`src/rtl/conv_pkg.sv`:
```
// Shared geometry, widths and FSM encoding for the convolution layer controller.
package conv_pkg;

    localparam int IMG_W   = 8;
    localparam int K       = 3;
    localparam int OUT_W   = IMG_W - K + 1;
    localparam int COORD_W = $clog2(IMG_W);
    localparam int ADDR_W  = 2 * COORD_W;
    localparam int KIDX_W  = 2;

    typedef enum logic [1:0] {
        ST_IDLE    = 2'd0,
        ST_LOAD    = 2'd1,
        ST_COMPUTE = 2'd2,
        ST_DONE    = 2'd3
    } state_t;

endpackage

```
`src/rtl/conv_layer_controller_if.sv`:
```
// Control/status bundle between the host side (master) and the controller (slave).
interface conv_layer_controller_if;
    import conv_pkg::*;

    logic                start;
    logic                clear;
    logic                stall;
    logic [ADDR_W-1:0]   rom_addr;
    logic                load_en;
    logic                window_valid;
    logic [COORD_W-1:0]  out_row;
    logic [KIDX_W-1:0]   kernel_row;
    logic [KIDX_W-1:0]   kernel_col;
    logic                acc_clear;
    logic                row_done;
    logic                busy;
    logic                done;
    logic [1:0]          state;

    modport master (
        output start, clear, stall,
        input  rom_addr, load_en, window_valid, out_row, kernel_row, kernel_col,
               acc_clear, row_done, busy, done, state
    );

    modport slave (
        input  start, clear, stall,
        output rom_addr, load_en, window_valid, out_row, kernel_row, kernel_col,
               acc_clear, row_done, busy, done, state
    );

endinterface

```
`src/rtl/conv_index_counter.sv`:
```
// Nested col / kernel_col / kernel_row / out_row counters, plus the image row
// currently addressed (out_row + kernel_row) kept as its own register.
module conv_index_counter #(
    parameter int IMG_W = conv_pkg::IMG_W,
    parameter int K     = conv_pkg::K
) (
    input  logic                           clk,
    input  logic                           rst_n,
    input  logic                           clear,
    input  logic                           load_step,
    input  logic                           win_step,
    output logic [conv_pkg::COORD_W-1:0]   col,
    output logic [conv_pkg::COORD_W-1:0]   in_row,
    output logic [conv_pkg::KIDX_W-1:0]    kernel_col,
    output logic [conv_pkg::KIDX_W-1:0]    kernel_row,
    output logic [conv_pkg::COORD_W-1:0]   out_row,
    output logic                           last_col,
    output logic                           last_kcol,
    output logic                           last_win
);
    import conv_pkg::*;

    logic last_krow;

    assign last_col  = (col == COORD_W'(IMG_W - 1));
    assign last_kcol = (kernel_col == KIDX_W'(K - 1));
    assign last_krow = (kernel_row == KIDX_W'(K - 1));
    assign last_win  = last_kcol && last_krow && (out_row == COORD_W'(IMG_W - K));

    // NOTE: sequential state uses non-blocking assignments so every counter
    // updates from the same pre-edge values regardless of statement order.
    always_ff @(posedge clk or negedge rst_n) begin
        if (!rst_n) begin
            col        <= '0;
            in_row     <= '0;
            kernel_col <= '0;
            kernel_row <= '0;
            out_row    <= '0;
        end else if (clear || (win_step && last_win)) begin
            // Returning to zero on the final window leaves DONE/IDLE ready for the next pass.
            col        <= '0;
            in_row     <= '0;
            kernel_col <= '0;
            kernel_row <= '0;
            out_row    <= '0;
        end else if (load_step) begin
            col <= last_col ? '0 : col + 1'b1;
        end else if (win_step) begin
            if (!last_kcol) begin
                kernel_col <= kernel_col + 1'b1;
            end else begin
                kernel_col <= '0;
                if (last_krow) begin
                    kernel_row <= '0;
                    out_row    <= out_row + 1'b1;
                    in_row     <= in_row - COORD_W'(K - 2);
                end else begin
                    kernel_row <= kernel_row + 1'b1;
                    in_row     <= in_row + 1'b1;
                end
            end
        end
    end

endmodule

```
`src/rtl/conv_layer_controller.sv`:
```
// Sequences image-row loads and kernel-column windows for a KxK convolution
// over an IMG_W x IMG_W image held in a ROM.
module conv_layer_controller #(
    parameter int IMG_W = conv_pkg::IMG_W,
    parameter int K     = conv_pkg::K
) (
    input  logic                    clk,
    input  logic                    rst_n,
    conv_layer_controller_if.slave  bus
);
    import conv_pkg::*;

    state_t              state_q;
    logic [COORD_W-1:0]  col;
    logic [COORD_W-1:0]  in_row;
    logic                last_col;
    logic                last_kcol;
    logic                last_win;

    // window_valid is the one output allowed to see stall in the same cycle.
    assign bus.window_valid = (state_q == ST_COMPUTE) && !bus.stall;
    assign bus.rom_addr     = {in_row, col};
    assign bus.state        = state_q;

    conv_index_counter #(.IMG_W(IMG_W), .K(K)) u_index (
        .clk        (clk),
        .rst_n      (rst_n),
        .clear      (bus.clear),
        .load_step  (state_q == ST_LOAD),
        .win_step   (bus.window_valid),
        .col        (col),
        .in_row     (in_row),
        .kernel_col (bus.kernel_col),
        .kernel_row (bus.kernel_row),
        .out_row    (bus.out_row),
        .last_col   (last_col),
        .last_kcol  (last_kcol),
        .last_win   (last_win)
    );

    always_ff @(posedge clk or negedge rst_n) begin
        if (!rst_n) begin
            state_q       <= ST_IDLE;
            bus.load_en   <= 1'b0;
            bus.acc_clear <= 1'b0;
            bus.row_done  <= 1'b0;
            bus.busy      <= 1'b0;
            bus.done      <= 1'b0;
        end else if (bus.clear) begin
            state_q       <= ST_IDLE;
            bus.load_en   <= 1'b0;
            bus.acc_clear <= 1'b0;
            bus.row_done  <= 1'b0;
            bus.busy      <= 1'b0;
            bus.done      <= 1'b0;
        end else begin
            case (state_q)
                ST_IDLE: begin
                    if (bus.start) begin
                        state_q     <= ST_LOAD;
                        bus.load_en <= 1'b1;
                        bus.busy    <= 1'b1;
                    end
                end
                ST_LOAD: begin
                    if (last_col) begin
                        state_q       <= ST_COMPUTE;
                        bus.load_en   <= 1'b0;
                        bus.acc_clear <= (bus.kernel_row == '0);
                    end
                end
                ST_COMPUTE: begin
                    // Flags describe the window being presented, so they hold through a stall.
                    if (!bus.stall) begin
                        bus.acc_clear <= 1'b0;
                        if (last_kcol) begin
                            bus.row_done <= 1'b0;
                            if (last_win) begin
                                state_q  <= ST_DONE;
                                bus.busy <= 1'b0;
                                bus.done <= 1'b1;
                            end else begin
                                state_q     <= ST_LOAD;
                                bus.load_en <= 1'b1;
                            end
                        end else begin
                            bus.row_done <= (bus.kernel_col == KIDX_W'(K - 2)) &&
                                            (bus.kernel_row == KIDX_W'(K - 1));
                        end
                    end
                end
                ST_DONE: begin
                    state_q  <= ST_IDLE;
                    bus.done <= 1'b0;
                end
                default: state_q <= ST_IDLE;
            endcase
        end
    end

endmodule

```
`src/flat_wrapper.sv`:
```
// flat-port wrapper written by rule: the top's interface ports become plain ports
module conv_layer_controller_flat import conv_pkg::*;
#(
    parameter int IMG_W = conv_pkg::IMG_W,
    parameter int K     = conv_pkg::K
)
  (clk, rst_n, bus_start, bus_clear, bus_stall, bus_rom_addr, bus_load_en, bus_window_valid, bus_out_row, bus_kernel_row, bus_kernel_col, bus_acc_clear, bus_row_done, bus_busy, bus_done, bus_state);
  conv_layer_controller_if bus_i ();
  input  logic clk;
  input  logic rst_n;
  input wire logic [$bits(bus_i.start)-1:0] bus_start;
  input wire logic [$bits(bus_i.clear)-1:0] bus_clear;
  input wire logic [$bits(bus_i.stall)-1:0] bus_stall;
  output wire logic [$bits(bus_i.rom_addr)-1:0] bus_rom_addr;
  output wire logic [$bits(bus_i.load_en)-1:0] bus_load_en;
  output wire logic [$bits(bus_i.window_valid)-1:0] bus_window_valid;
  output wire logic [$bits(bus_i.out_row)-1:0] bus_out_row;
  output wire logic [$bits(bus_i.kernel_row)-1:0] bus_kernel_row;
  output wire logic [$bits(bus_i.kernel_col)-1:0] bus_kernel_col;
  output wire logic [$bits(bus_i.acc_clear)-1:0] bus_acc_clear;
  output wire logic [$bits(bus_i.row_done)-1:0] bus_row_done;
  output wire logic [$bits(bus_i.busy)-1:0] bus_busy;
  output wire logic [$bits(bus_i.done)-1:0] bus_done;
  output wire logic [$bits(bus_i.state)-1:0] bus_state;
  assign bus_i.start = bus_start;
  assign bus_i.clear = bus_clear;
  assign bus_i.stall = bus_stall;
  assign bus_rom_addr = bus_i.rom_addr;
  assign bus_load_en = bus_i.load_en;
  assign bus_window_valid = bus_i.window_valid;
  assign bus_out_row = bus_i.out_row;
  assign bus_kernel_row = bus_i.kernel_row;
  assign bus_kernel_col = bus_i.kernel_col;
  assign bus_acc_clear = bus_i.acc_clear;
  assign bus_row_done = bus_i.row_done;
  assign bus_busy = bus_i.busy;
  assign bus_done = bus_i.done;
  assign bus_state = bus_i.state;
  conv_layer_controller #(.IMG_W(IMG_W), .K(K)) u_core (.clk(clk), .rst_n(rst_n), .bus(bus_i));
endmodule
```
`config.mk`:
```
export PLATFORM = sky130hd
export DESIGN_NAME = conv_layer_controller_flat
export DESIGN_NICKNAME = d
export VERILOG_FILES = /design/src/rtl/conv_pkg.sv /design/src/rtl/conv_layer_controller_if.sv /design/src/rtl/conv_index_counter.sv /design/src/rtl/conv_layer_controller.sv /design/src/flat_wrapper.sv
export SDC_FILE = /design/constraint.sdc
export NUM_CORES = 1
export LEC_CHECK = 0
export ABC_AREA = 1
export BUFFER_PORTS_ARGS = -buffer_cell sky130_fd_sc_hd__buf_2
export CELL_PAD_IN_SITES_DETAIL_PLACEMENT = 0
export CELL_PAD_IN_SITES_GLOBAL_PLACEMENT = 1
export CORE_ASPECT_RATIO = 1.5
export CORE_MARGIN = 3
export CORE_UTILIZATION = 44
export CTS_BUF_LIST = sky130_fd_sc_hd__clkbuf_8
export CTS_CLUSTER_SIZE = 12
export DETAILED_ROUTE_END_ITERATION = 8
export PLACE_DENSITY = 0.95
export SYNTH_ARGS = -nofsm -noshare
export SYNTH_HDL_FRONTEND = slang
export SYNTH_HIERARCHICAL = 1
export SYNTH_SLANG_ARGS = --single-unit
```
`constraint.sdc`:
```
create_clock -name clk -period 2.9 [get_ports clk]
set_input_delay 0.145 -clock clk [delete_from_list [all_inputs] [get_ports clk]]
set_output_delay 0.145 -clock clk [all_outputs]
set_load 0.005 [all_outputs]
```
==> results.ini <==
[run_status]
status=finished clean

[worst_setup_path]
rr_worst_depth=13
critical_path_class=reg -> reg
worstPathMaxFanout=6
reg2reg_from=u_core/u_index/kernel_row[0]
worst_setup_path_start_kind=flop
crit_required_ns=3.10
cp.arrival_ns=1.92
reg2reg_to=u_core/u_index/in_row[2]
crit_path_end_kind=flop
reg2reg_slack_ns=1.18

[final_layout]
stdcell_count=250
nets=224
num_antenna_cells=0
area_growth_pct=17.6
drive_gt1_frac=0.296
final_area_um2=1580

[global_routing]
grtUsageMet2=0.347
grt-ovfl-total=0
grt_pass1_vias=1238
use_met1=0.173
grt_pass1_wl_mm=5.06
grt_max_degree=21
track_usage=0.179
antenna_found_initial=0
top_usage_layer=met2
use_met3=0.0243

[clocking]
cts.hold.buffers_added=1
cts_tree=built
cts_setup_buffers=0
cts_made_buffers=3
insertion_delay_ns=0.26
clockBufferDepth=2
clock_sink_count=20
cts_root_buf=clkbuf_8
path_clk_slew_ns=0.07
cts.repair.resized=0
htree_num_levels=1

[place]
placedCellCount=245
placed_cell_area_um2=1510
pre_cts_slack_ns=1.19
portBuffers=25
gp_congestion=0.808
dp_hpwl_mm=2.36

[timing]
finalSetupTns_ns=0
post-route-min-period_ns=1.72
fin_ws_ns=1.18
rsz0062_at_grt=no
relSlewSlack=0.685
timing.final.hold_violations=0
hold_slack_ns=0.230
fin_worst_skew_ns=0.00125
slew_viol_final=0
setup_viol_count_final=0
worst_pin_slew_ns=0.472
fmax_mhz=582
finalCritPeriodShare=0.592

[die]
die_y_um=73.6
core_um2=2790
rows=23
fp.dieW_um=51.1
io_pins=26
initial_core_util=0.480
dieArea_um2=3760

[yosys]
synth_area_um2=1340
postSynthRegisterBits=20
synthFlopType=dfrtp_1
syn_inst=183
synthArstFlopShare=1.00
synth.top_cells.by_area=dfrtp_1, nand2_1, nand3_1
ys_types=24
syn_area_per_cell_um2=7.32
synth_edf_count=0
synth_warnings=6
synth.top_cells.by_count=nand2_1, dfrtp_1, nor2_1, inv_1, nand3_1
syn_nets=193
ys_seq_area_frac=0.373
synth_most_common_cell=nand2_1
synth_top_cell_by_area=dfrtp_1
synth_top_area_share=0.373

[min_path]
holdPathEnd=u_core/bus.row_done
min_from=bus_stall
whs_path_depth=3
hp-class=in -> reg

[detailed_routing]
vias_per_cell=4.88
drt_iter0_drc=25
drc=0
wire_per_inst_um=11.9
drtPass1Iterations=4
ant_nets=0
routed-via-count=1219
finalWirelength_mm=2.99

[power]
power_density_nw_per_um2=861
p_leak_nw=0.883
peakVddDrop_v=0.000380

[run]
maxCapViolations=0

[metal layers]
metal,share of wire,vias to the layer above
li1,-,632
met4,0.035,0
met3,0.041,9
met5,0,-
met2,0.53,25
met1,0.40,553
[placed cells by master (no fill, tap or decap), types with 5 or more instances in the layout]
cell type / count
inv_1: 18
nor2_1: 20
o21ai_1: 5
buf_2: 25
nand2_2: 8
nand2_1: 56
nand3_1: 16
inv_2: 8
dfrtp_1: 20
nor2_2: 8
[kinds of logic (layout without fill, tap and decap cells)]
logic type,Yosys count,after routing,share of synthesized area
AOI/OAI and AO/OA,11,11,0.0598
buffers and inverters,26,56,0.0728
xor gates and xnor gates,1,1,0.00654
and+or+nand+nor,120,120,0.435
adders and majority gates,5,5,0.0523
DFF,20,20,0.373
[state kept, by name, summed over array words and instances (netlist names)]
register and cells:
u_core/u_index/in_row 3, u_core/bus.state 2, u_core/bus.done 1, u_core/bus.row_done 1
u_core/u_index/col 3, u_core/bus.load_en 1, u_core/u_index/kernel_row 2, u_core/u_index/out_row 3
u_core/bus.acc_clear 1, u_core/u_index/kernel_col 2, u_core/bus.busy 1
[worst max-delay path by stage]
stage	from	depth (start not counted)	slack (ns)	end
2_1_floorplan	u_core/u_index/kernel_row[0]	13	1.32	u_core/u_index/in_row[2]
4_1_cts	u_core/u_index/kernel_row[0]	13	1.16	u_core/u_index/in_row[2]
6_report	u_core/u_index/kernel_row[0]	13	1.18	u_core/u_index/in_row[2]
5_1_grt	u_core/u_index/kernel_row[0]	13	0.97	u_core/u_index/in_row[2]
3_3_place_gp	u_core/u_index/kernel_row[0]	13	1.18	u_core/u_index/in_row[2]
3_5_place_dp	u_core/u_index/kernel_row[0]	13	1.19	u_core/u_index/in_row[2]
[layout make-up]
| cell class | count | area, um^2 |
|---|---|---|
| Multi-Input combinational cell | 137 | 742 |
| Fill cell | 280 | 1210 |
| Sequential cell | 20 | 500 |
| Inverter | 26 | 97.6 |
| Timing Repair Buffer | 26 | 135 |
| Tap cell | 37 | 46.3 |
| Clock buffer | 4 | 55.1 |
[worst max-delay path, cell delays in order (launching register included)]
cell,delay (ns)
dfrtp_1,0.44
inv_1,0.09
nand2_2,0.13
inv_2,0.07
fa_1,0.38
inv_1,0.07
nand2_1,0.06
nand2_1,0.06
nand2_1,0.04
nand2_1,0.05
inv_1,0.03
nor2_1,0.09
nand3_1,0.08
nand2_1,0.08
[report_power, final]
part           switching, mW  internal (mW)  total [mW]  leakage [nW]
combinational          0.391          0.254       0.645         0.592
clock                 0.0940          0.121       0.215        0.0288
sequential             0.120          0.376       0.497         0.263
[stage by stage]
| step | total power, mW | utilization |
|---|---|---|
| after CTS | 1.38 | 0.565 |
| after floorplan | 0.936 | - |
| final | 1.36 | 0.565 |
| after global placement | 1.13 | 0.541 |
| after global routing | 1.50 | 0.565 |
| after detailed placement | 1.15 | 0.541 |
Power figures use the tool's default switching activity.
